$ cat src/rtl/conv_pool_layer.sv
// conv_pool_layer: streaming KxK valid-mode convolution with shift/saturate/ReLU feeding a POOLxPOOL max-pool
module conv_pool_layer #(
  parameter int IMG_W = 8, IMG_H = 8, K = 3, POOL = 2, PW = 9, WW = 8, OW = 9, SHIFT = 0
) (
  input  logic                     clk,
  input  logic                     reset,
  input  logic signed [PW-1:0]     pxl_in,
  input  logic                     pxl_valid,
  input  logic                     relu_en,
  input  logic                     w_we,
  input  logic [$clog2(K*K+1)-1:0] w_addr,
  input  logic signed [WW-1:0]     w_data,
  output logic                     w_err,
  output logic signed [OW-1:0]     pool_out,
  output logic                     valid,
  output logic                     frame_done
);
  localparam int NW = K*K;
  localparam int AB = $clog2(NW+1);
  localparam int CW = $clog2(IMG_W);
  localparam int RW = $clog2(IMG_H);
  localparam int PGW = (IMG_W-K+1)/POOL;
  localparam int PGH = (IMG_H-K+1)/POOL;
  localparam int BW = PGW > 1 ? $clog2(PGW) : 1;
  localparam int AW = PW+WW+$clog2(NW)+1;
  localparam logic [CW-1:0] CMAX = CW'(IMG_W-1);
  localparam logic [RW-1:0] RMAX = RW'(IMG_H-1);
  localparam logic [AB-1:0] BADDR = AB'(NW);
  localparam logic signed [AW-1:0] OMAX = AW'((1 << (OW-1)) - 1);
  localparam logic signed [AW-1:0] OMIN = ~OMAX;

  logic [CW-1:0] col_q, col_d;
  logic [RW-1:0] row_q, row_d;
  logic signed [PW-1:0] lb_q [K-1][IMG_W];
  logic signed [PW-1:0] win_q [K][K];
  logic signed [PW-1:0] win_d [K][K];
  logic signed [WW-1:0] w_q [NW+1];
  logic s1_v_q, s1_v_d, s1_first_q, s1_first_d, s1_last_q, s1_last_d, s1_fd_q, s1_fd_d;
  logic [BW-1:0] s1_bx_q, s1_bx_d, s2_bx_q;
  logic s2_v_q, s2_first_q, s2_last_q, s2_fd_q;
  logic signed [OW-1:0] conv_q, conv_d, sat, nv, pool_q;
  logic signed [OW-1:0] mx_q [PGW];
  logic signed [AW-1:0] acc, sh;
  logic valid_q, fd_q, werr_q, idle, wr_ok;
  int cc, cr;

  assign col_d = pxl_valid ? (col_q == CMAX ? '0 : col_q + 1'b1) : col_q;
  assign row_d = (pxl_valid && col_q == CMAX) ? (row_q == RMAX ? '0 : row_q + 1'b1) : row_q;
  assign idle = row_q == '0 && col_q == '0 && !s1_v_q && !s2_v_q;
  assign wr_ok = w_we && idle && w_addr <= BADDR;

  // Window shifts left; the new right column is the line-buffer column topped off by the live pixel
  always_comb begin
    for (int i = 0; i < K; i++)
      for (int j = 0; j < K-1; j++)
        win_d[i][j] = win_q[i][j+1];
    for (int i = 0; i < K-1; i++)
      win_d[i][K-1] = lb_q[K-2-i][col_q];
    win_d[K-1][K-1] = pxl_in;
  end

  always_comb begin
    cc = int'(col_q) - (K-1);
    cr = int'(row_q) - (K-1);
    s1_v_d = pxl_valid && cc >= 0 && cr >= 0 && cc < PGW*POOL && cr < PGH*POOL;
    s1_first_d = cc % POOL == 0 && cr % POOL == 0;
    s1_last_d = cc % POOL == POOL-1 && cr % POOL == POOL-1;
    s1_fd_d = s1_last_d && cc / POOL == PGW-1 && cr / POOL == PGH-1;
    s1_bx_d = BW'(cc / POOL);
  end

  always_comb begin
    acc = AW'(w_q[NW]);
    for (int i = 0; i < K; i++)
      for (int j = 0; j < K; j++)
        acc = acc + AW'(win_q[i][j]) * AW'(w_q[i*K+j]);
    sh = acc >>> SHIFT;
    sat = sh > OMAX ? OMAX[OW-1:0] : sh < OMIN ? OMIN[OW-1:0] : sh[OW-1:0];
    conv_d = relu_en && sat[OW-1] ? '0 : sat;
  end

  assign nv = s2_first_q || conv_q > mx_q[s2_bx_q] ? conv_q : mx_q[s2_bx_q];

  always_ff @(posedge clk)
    if (pxl_valid) begin
      lb_q[0][col_q] <= pxl_in;
      for (int j = 1; j < K-1; j++)
        lb_q[j][col_q] <= lb_q[j-1][col_q];
    end

  always_ff @(posedge clk) begin
    if (!reset) begin
      col_q <= '0;
      row_q <= '0;
      win_q <= '{default: '0};
      w_q <= '{default: '0};
      mx_q <= '{default: '0};
      s1_v_q <= 1'b0;
      s1_first_q <= 1'b0;
      s1_last_q <= 1'b0;
      s1_fd_q <= 1'b0;
      s1_bx_q <= '0;
      s2_v_q <= 1'b0;
      s2_first_q <= 1'b0;
      s2_last_q <= 1'b0;
      s2_fd_q <= 1'b0;
      s2_bx_q <= '0;
      conv_q <= '0;
      pool_q <= '0;
      valid_q <= 1'b0;
      fd_q <= 1'b0;
      werr_q <= 1'b0;
    end else begin
      col_q <= col_d;
      row_q <= row_d;
      if (pxl_valid) win_q <= win_d;
      if (wr_ok) w_q[w_addr] <= w_data;
      s1_v_q <= s1_v_d;
      s1_first_q <= s1_first_d;
      s1_last_q <= s1_last_d;
      s1_fd_q <= s1_fd_d;
      s1_bx_q <= s1_bx_d;
      s2_v_q <= s1_v_q;
      s2_first_q <= s1_first_q;
      s2_last_q <= s1_last_q;
      s2_fd_q <= s1_fd_q;
      s2_bx_q <= s1_bx_q;
      conv_q <= conv_d;
      if (s2_v_q) mx_q[s2_bx_q] <= nv;
      if (s2_v_q && s2_last_q) pool_q <= nv;
      valid_q <= s2_v_q && s2_last_q;
      fd_q <= s2_v_q && s2_last_q && s2_fd_q;
      werr_q <= w_we && !wr_ok;
    end
  end

  assign w_err = werr_q;
  assign pool_out = pool_q;
  assign valid = valid_q;
  assign frame_done = fd_q;
endmodule

$ cat config.mk
export PLATFORM = sky130hd
export DESIGN_NAME = conv_pool_layer
export DESIGN_NICKNAME = d
export VERILOG_FILES = /design/src/rtl/conv_pool_layer.sv
export SDC_FILE = /design/constraint.sdc
export NUM_CORES = 2
export LEC_CHECK = 0
export CAP_MARGIN = 20
export CORE_UTILIZATION = 70
export CTS_BUF_LIST = sky130_fd_sc_hd__clkbuf_4
export CTS_CLUSTER_DIAMETER = 40
export CTS_CLUSTER_SIZE = 10
export DETAILED_ROUTE_END_ITERATION = 12
export PLACE_DENSITY = 0.89
export SETUP_SLACK_MARGIN = 0.05
export SYNTH_ARGS = -nofsm -noshare
export SYNTH_HDL_FRONTEND = slang
export SYNTH_SLANG_ARGS = --single-unit
export TNS_END_PERCENT = 30
$ cat constraint.sdc
create_clock -name clk -period 24.1 [get_ports clk]
set_input_delay 4.82 -clock clk [delete_from_list [all_inputs] [get_ports clk]]
set_output_delay 4.82 -clock clk [all_outputs]
set_load 0.05 [all_outputs]
==> impl_results.rst <==
.. list-table::
   :header-rows: 1

   * - Metric
     - Value
   * - Run status
     - completed
   * - Clock insertion delay at the later pin of the skew report
     - 870 ps
   * - Worst Hold Launch
     - s1_bx_q[1]$_SDFF_PN0_
   * - Critical path launch point type
     - flop
   * - Leakage power
     - 22.0 nW
   * - Post-Synthesis Cell Area
     - 42500 sq um
   * - Min-Delay Path Class
     - flop to flop
   * - DR pass1 iterations
     - 6
   * - Compound-gate portion of the synthesized area
     - 0.0254
   * - Overall Power
     - 1.42 mW
   * - Row count
     - 89
   * - Total track usage
     - 0.352
   * - Horizontal die dimension
     - 248 microns
   * - Crit path time final
     - around 9500 ps
   * - Data required time of the critical path
     - 24800 ps
   * - Number of clock sinks
     - ~370
   * - Worst slew margin relative to its limit
     - 0.214
   * - Post-DP HPWL
     - 84600 microns
   * - Cell depth of the worst hold path
     - 1
   * - Main combinational cell family by area after synthesis
     - adder cells
   * - Period utilization
     - 0.394
   * - Number of global-route vias before repair
     - 30600
   * - Post-CTS setup-driven buffer insertion count
     - 0
   * - Worst reg2reg setup slack
     - 14620 ps
   * - Setup slack after layout
     - 14620 ps
   * - Share of synthesized registers carrying an async set or reset
     - 0
   * - Setup repair after global routing missed its margin
     - no
   * - Number of synthesized register bits
     - 371
   * - CTS Hold Bufs
     - 0
   * - Final ANT Viol Nets
     - 0
   * - Number of fillers in the final layout
     - 3731
   * - Multiplexer area fraction after synthesis
     - 0.0553
   * - Post-Place Worst Slack
     - about 15000 ps
   * - Ratio of cells with drive above 1 in the final layout
     - 0.0400
   * - CP dominant cell by count
     - fa_1
   * - Pin count of the biggest net entering global routing
     - 92
   * - Reg2Reg Launch Point
     - win_d[17]$_SDFFE_PN0P_
   * - Clock buffer depth
     - 3
   * - Initial antenna violation count
     - 2
   * - Ys flop type
     - dfxtp_1
   * - Fraction of the yosys area taken by sequential cells
     - 0.209
   * - Resized Gates After CTS
     - 0
   * - Net count of the finished layout
     - 5126
   * - Count of unresolved DRC violations after routing
     - 0
   * - Ports
     - 38
   * - Final setup violating endpoints
     - 0
   * - Grt ovf
     - 0
   * - Type of the worst setup path
     - flop to flop
   * - Unique cell type count in the Yosys netlist
     - 64
   * - Final setup skew
     - 55.7 ps
   * - Hold EP
     - s2_bx_q[1]$_SDFF_PN0_
   * - Drt via density
     - roughly 5.8
   * - Die height
     - 248 microns
   * - Total detailed-routing wirelength
     - 103000 microns
   * - Cell with the biggest individual delay on the critical path
     - fa_1
   * - First-pass GRT wire length
     - ~170000 microns
   * - Number of hold violations in the final report
     - 0
   * - 1st-iter DRT viols
     - 2546
   * - Power per standard cell area
     - 32.0 nW/um^2
   * - Number of nets in the synthesized netlist
     - 5182
   * - Avg Synthesized Cell Area
     - 10.5 sq um
   * - Number of I/O port buffers
     - 37
   * - Yosys warning count
     - 0
   * - Clock slew at reported path FFs
     - 120 ps
   * - Logic depth of the worst register-to-register path
     - 26
   * - EDFF count, synth
     - 144
   * - Setup TNS
     - 0 ps
   * - Xor-xnor portion of the synthesized cell area
     - 0.00453
   * - Worst-margin pin slew
     - 1180 ps
   * - Highest cell delay on the worst timing path
     - 660 ps
   * - Overall via count from detail_route
     - 28000
   * - Root Driver
     - clkbuf_4
   * - Routed wirelength normalized by instance count
     - between 20 and 25 microns
   * - Crit-path max FO
     - 10
   * - Maximum vdd drop
     - around 0.035 mV
   * - Max-slew violation count
     - 0
   * - Number of max-cap violations
     - 0
   * - Layout-stage area growth over the synthesis result
     - 4.09%
   * - Clock buffer count from CTS
     - 59
   * - Adder and majority cell fraction of the synthesized area
     - 0.478
   * - Sequential standard cell area
     - 8870 sq um
   * - Arrival time reported for the critical path endpoint
     - 10190 ps
   * - Clock tree from TritonCTS
     - built
   * - Simple-gate area share of the yosys netlist
     - 0.125
   * - Weighted congestion reported at the end of routability-driven placement
     - 1.01
   * - Worst R2R End
     - conv_q[1]$_SDFF_PP0_
   * - Cells after synthesis
     - 4062
   * - Starting Density
     - 0.715
   * - Overall die area
     - 61700 sq um
   * - Achievable Freq
     - 0.105 GHz
   * - H-tree depth
     - 2
   * - Core Area
     - 59500 sq um
   * - Combined area of the multi-input logic cells
     - 29200 sq um
   * - Kind of capture point of the worst setup path
     - flop
power by group:
part	internal, mW	switching (mW)	total, mW
clock network	0.196	0.260	0.455
registers	0.673	0.0334	0.706
logic	0.0932	0.160	0.253
placed cells by master, fill, tap and decap left out, types with 7 or more instances in the layout:
cell             Yosys  final
a21oi_1             38     38
a311oi_1            11     11
and2_1             345    345
and3_1              20     20
buf_4                0      9
clkbuf_4             0     75
clkdlybuf4s50_1      0     36
clkinv_1             1      7
clkinvlp_4           0     10
dfxtp_1            227    226
edfxtp_1           144    144
fa_1               884    884
ha_1               210    210
inv_1             1000   1000
mux2i_1            154    154
mux4_2              36     36
nand2_1            328    328
nand2b_1            43     43
nand3_1             34     34
nor2_1             215    215
nor2b_1             40     40
nor3_1              17     17
o211ai_1             7      7
o21a_1               7      7
o21ai_0             12     12
o311ai_1             8      8
o31ai_1             36     36
xnor2_1             14     14
xor2_1               8      8
per-stage QoR:
step	hold WS [ps]	area [sq um]	instances	util
after global routing	463	44200	4826	0.744
final	442	44200	4829	0.744
after floorplan	406	42500	4062	-
after global placement	410	43300	4713	0.728
after CTS	444	44100	4820	0.742
after detailed placement	420	43300	4713	0.728
worst max-delay path by stage:
| stage | depth (start not counted) | from | slack [ps] | end |
|---|---|---|---|---|
| after floorplan | 27 | w_q[32]$_SDFFE_PN0P_ | 15520 | conv_q[0]$_SDFF_PP0_ |
| after global placement | 26 | win_d[17]$_SDFFE_PN0P_ | 14960 | conv_q[5]$_SDFF_PP0_ |
| after detailed placement | 26 | win_d[17]$_SDFFE_PN0P_ | 14710 | conv_q[1]$_SDFF_PP0_ |
| after CTS | 26 | win_d[17]$_SDFFE_PN0P_ | 14730 | conv_q[1]$_SDFF_PP0_ |
| after global routing | 27 | win_q[26]$_SDFFE_PN0P_ | 14250 | conv_q[4]$_SDFF_PP0_ |
| final | 26 | win_d[17]$_SDFFE_PN0P_ | 14620 | conv_q[1]$_SDFF_PP0_ |
metal layers:
metal,up-vias,track usage,share of wire
li1,12000,-,-
met1,14300,0.469,0.38
met2,1370,0.567,0.47
met3,312,0.0610,0.091
met4,0,0.171,0.056
met5,-,0,0
sequential cells by signal, summed over array words and instances (netlist names), 2 cells and up:
name and flops:
mx_q 27, lb_q 144, s2_bx_q 2, conv_q 9, win_q 27, s1_bx_q 2
col_q 3, w_q 80, row_q 3, win_d 54, pool_out 9
cell families (layout without fill, tap and decap cells):
family | Yosys count | in the layout
buffers and inverters | 1168 | 1158
adders and majority gates | 1094 | 1094
and+or+nand+nor | 1068 | 1068
DFF | 371 | 371
muxes | 190 | 190
AOI/OAI and AO/OA | 149 | 149
xor gates and xnor gates | 22 | 22
other | 0 | 4
synthesized netlist by cell type, drive strengths merged (37+ instances only):
master | count | area share
inv | 1001 | 0.088
fa | 884 | 0.42
and2 | 345 | 0.051
nand2 | 328 | 0.029
dfxtp | 227 | 0.11
nor2 | 215 | 0.019
ha | 210 | 0.062
clkbuf | 155 | 0.014
mux2i | 154 | 0.036
edfxtp | 144 | 0.10
nand2b | 43 | 0.0063
nor2b | 40 | 0.0059
a21oi | 38 | 0.0045
o31ai | 37 | 0.0069
worst max-delay path, delay by kind of cell, from the launching register on:
family,cells,cell delay (ps)
buf+inv,6,490
fa+ha+maj,11,5740
compound gates,5,1590
flops,1,560
simple gates,4,990
area by class of cell:
| cell class | instances | share of cell area |
|---|---|---|
| Antenna cell | 4 | 0.000226 |
| Clock buffer | 75 | 0.0127 |
| Clock inverter | 32 | 0.00667 |
| Inverter | 1002 | 0.0851 |
| Multi-Input combinational cell | 2523 | 0.661 |
| Sequential cell | 371 | 0.200 |
| Tap cell | 773 | 0.0219 |
| Timing Repair Buffer | 49 | 0.0119 |
(Power assumes the default switching activity.)
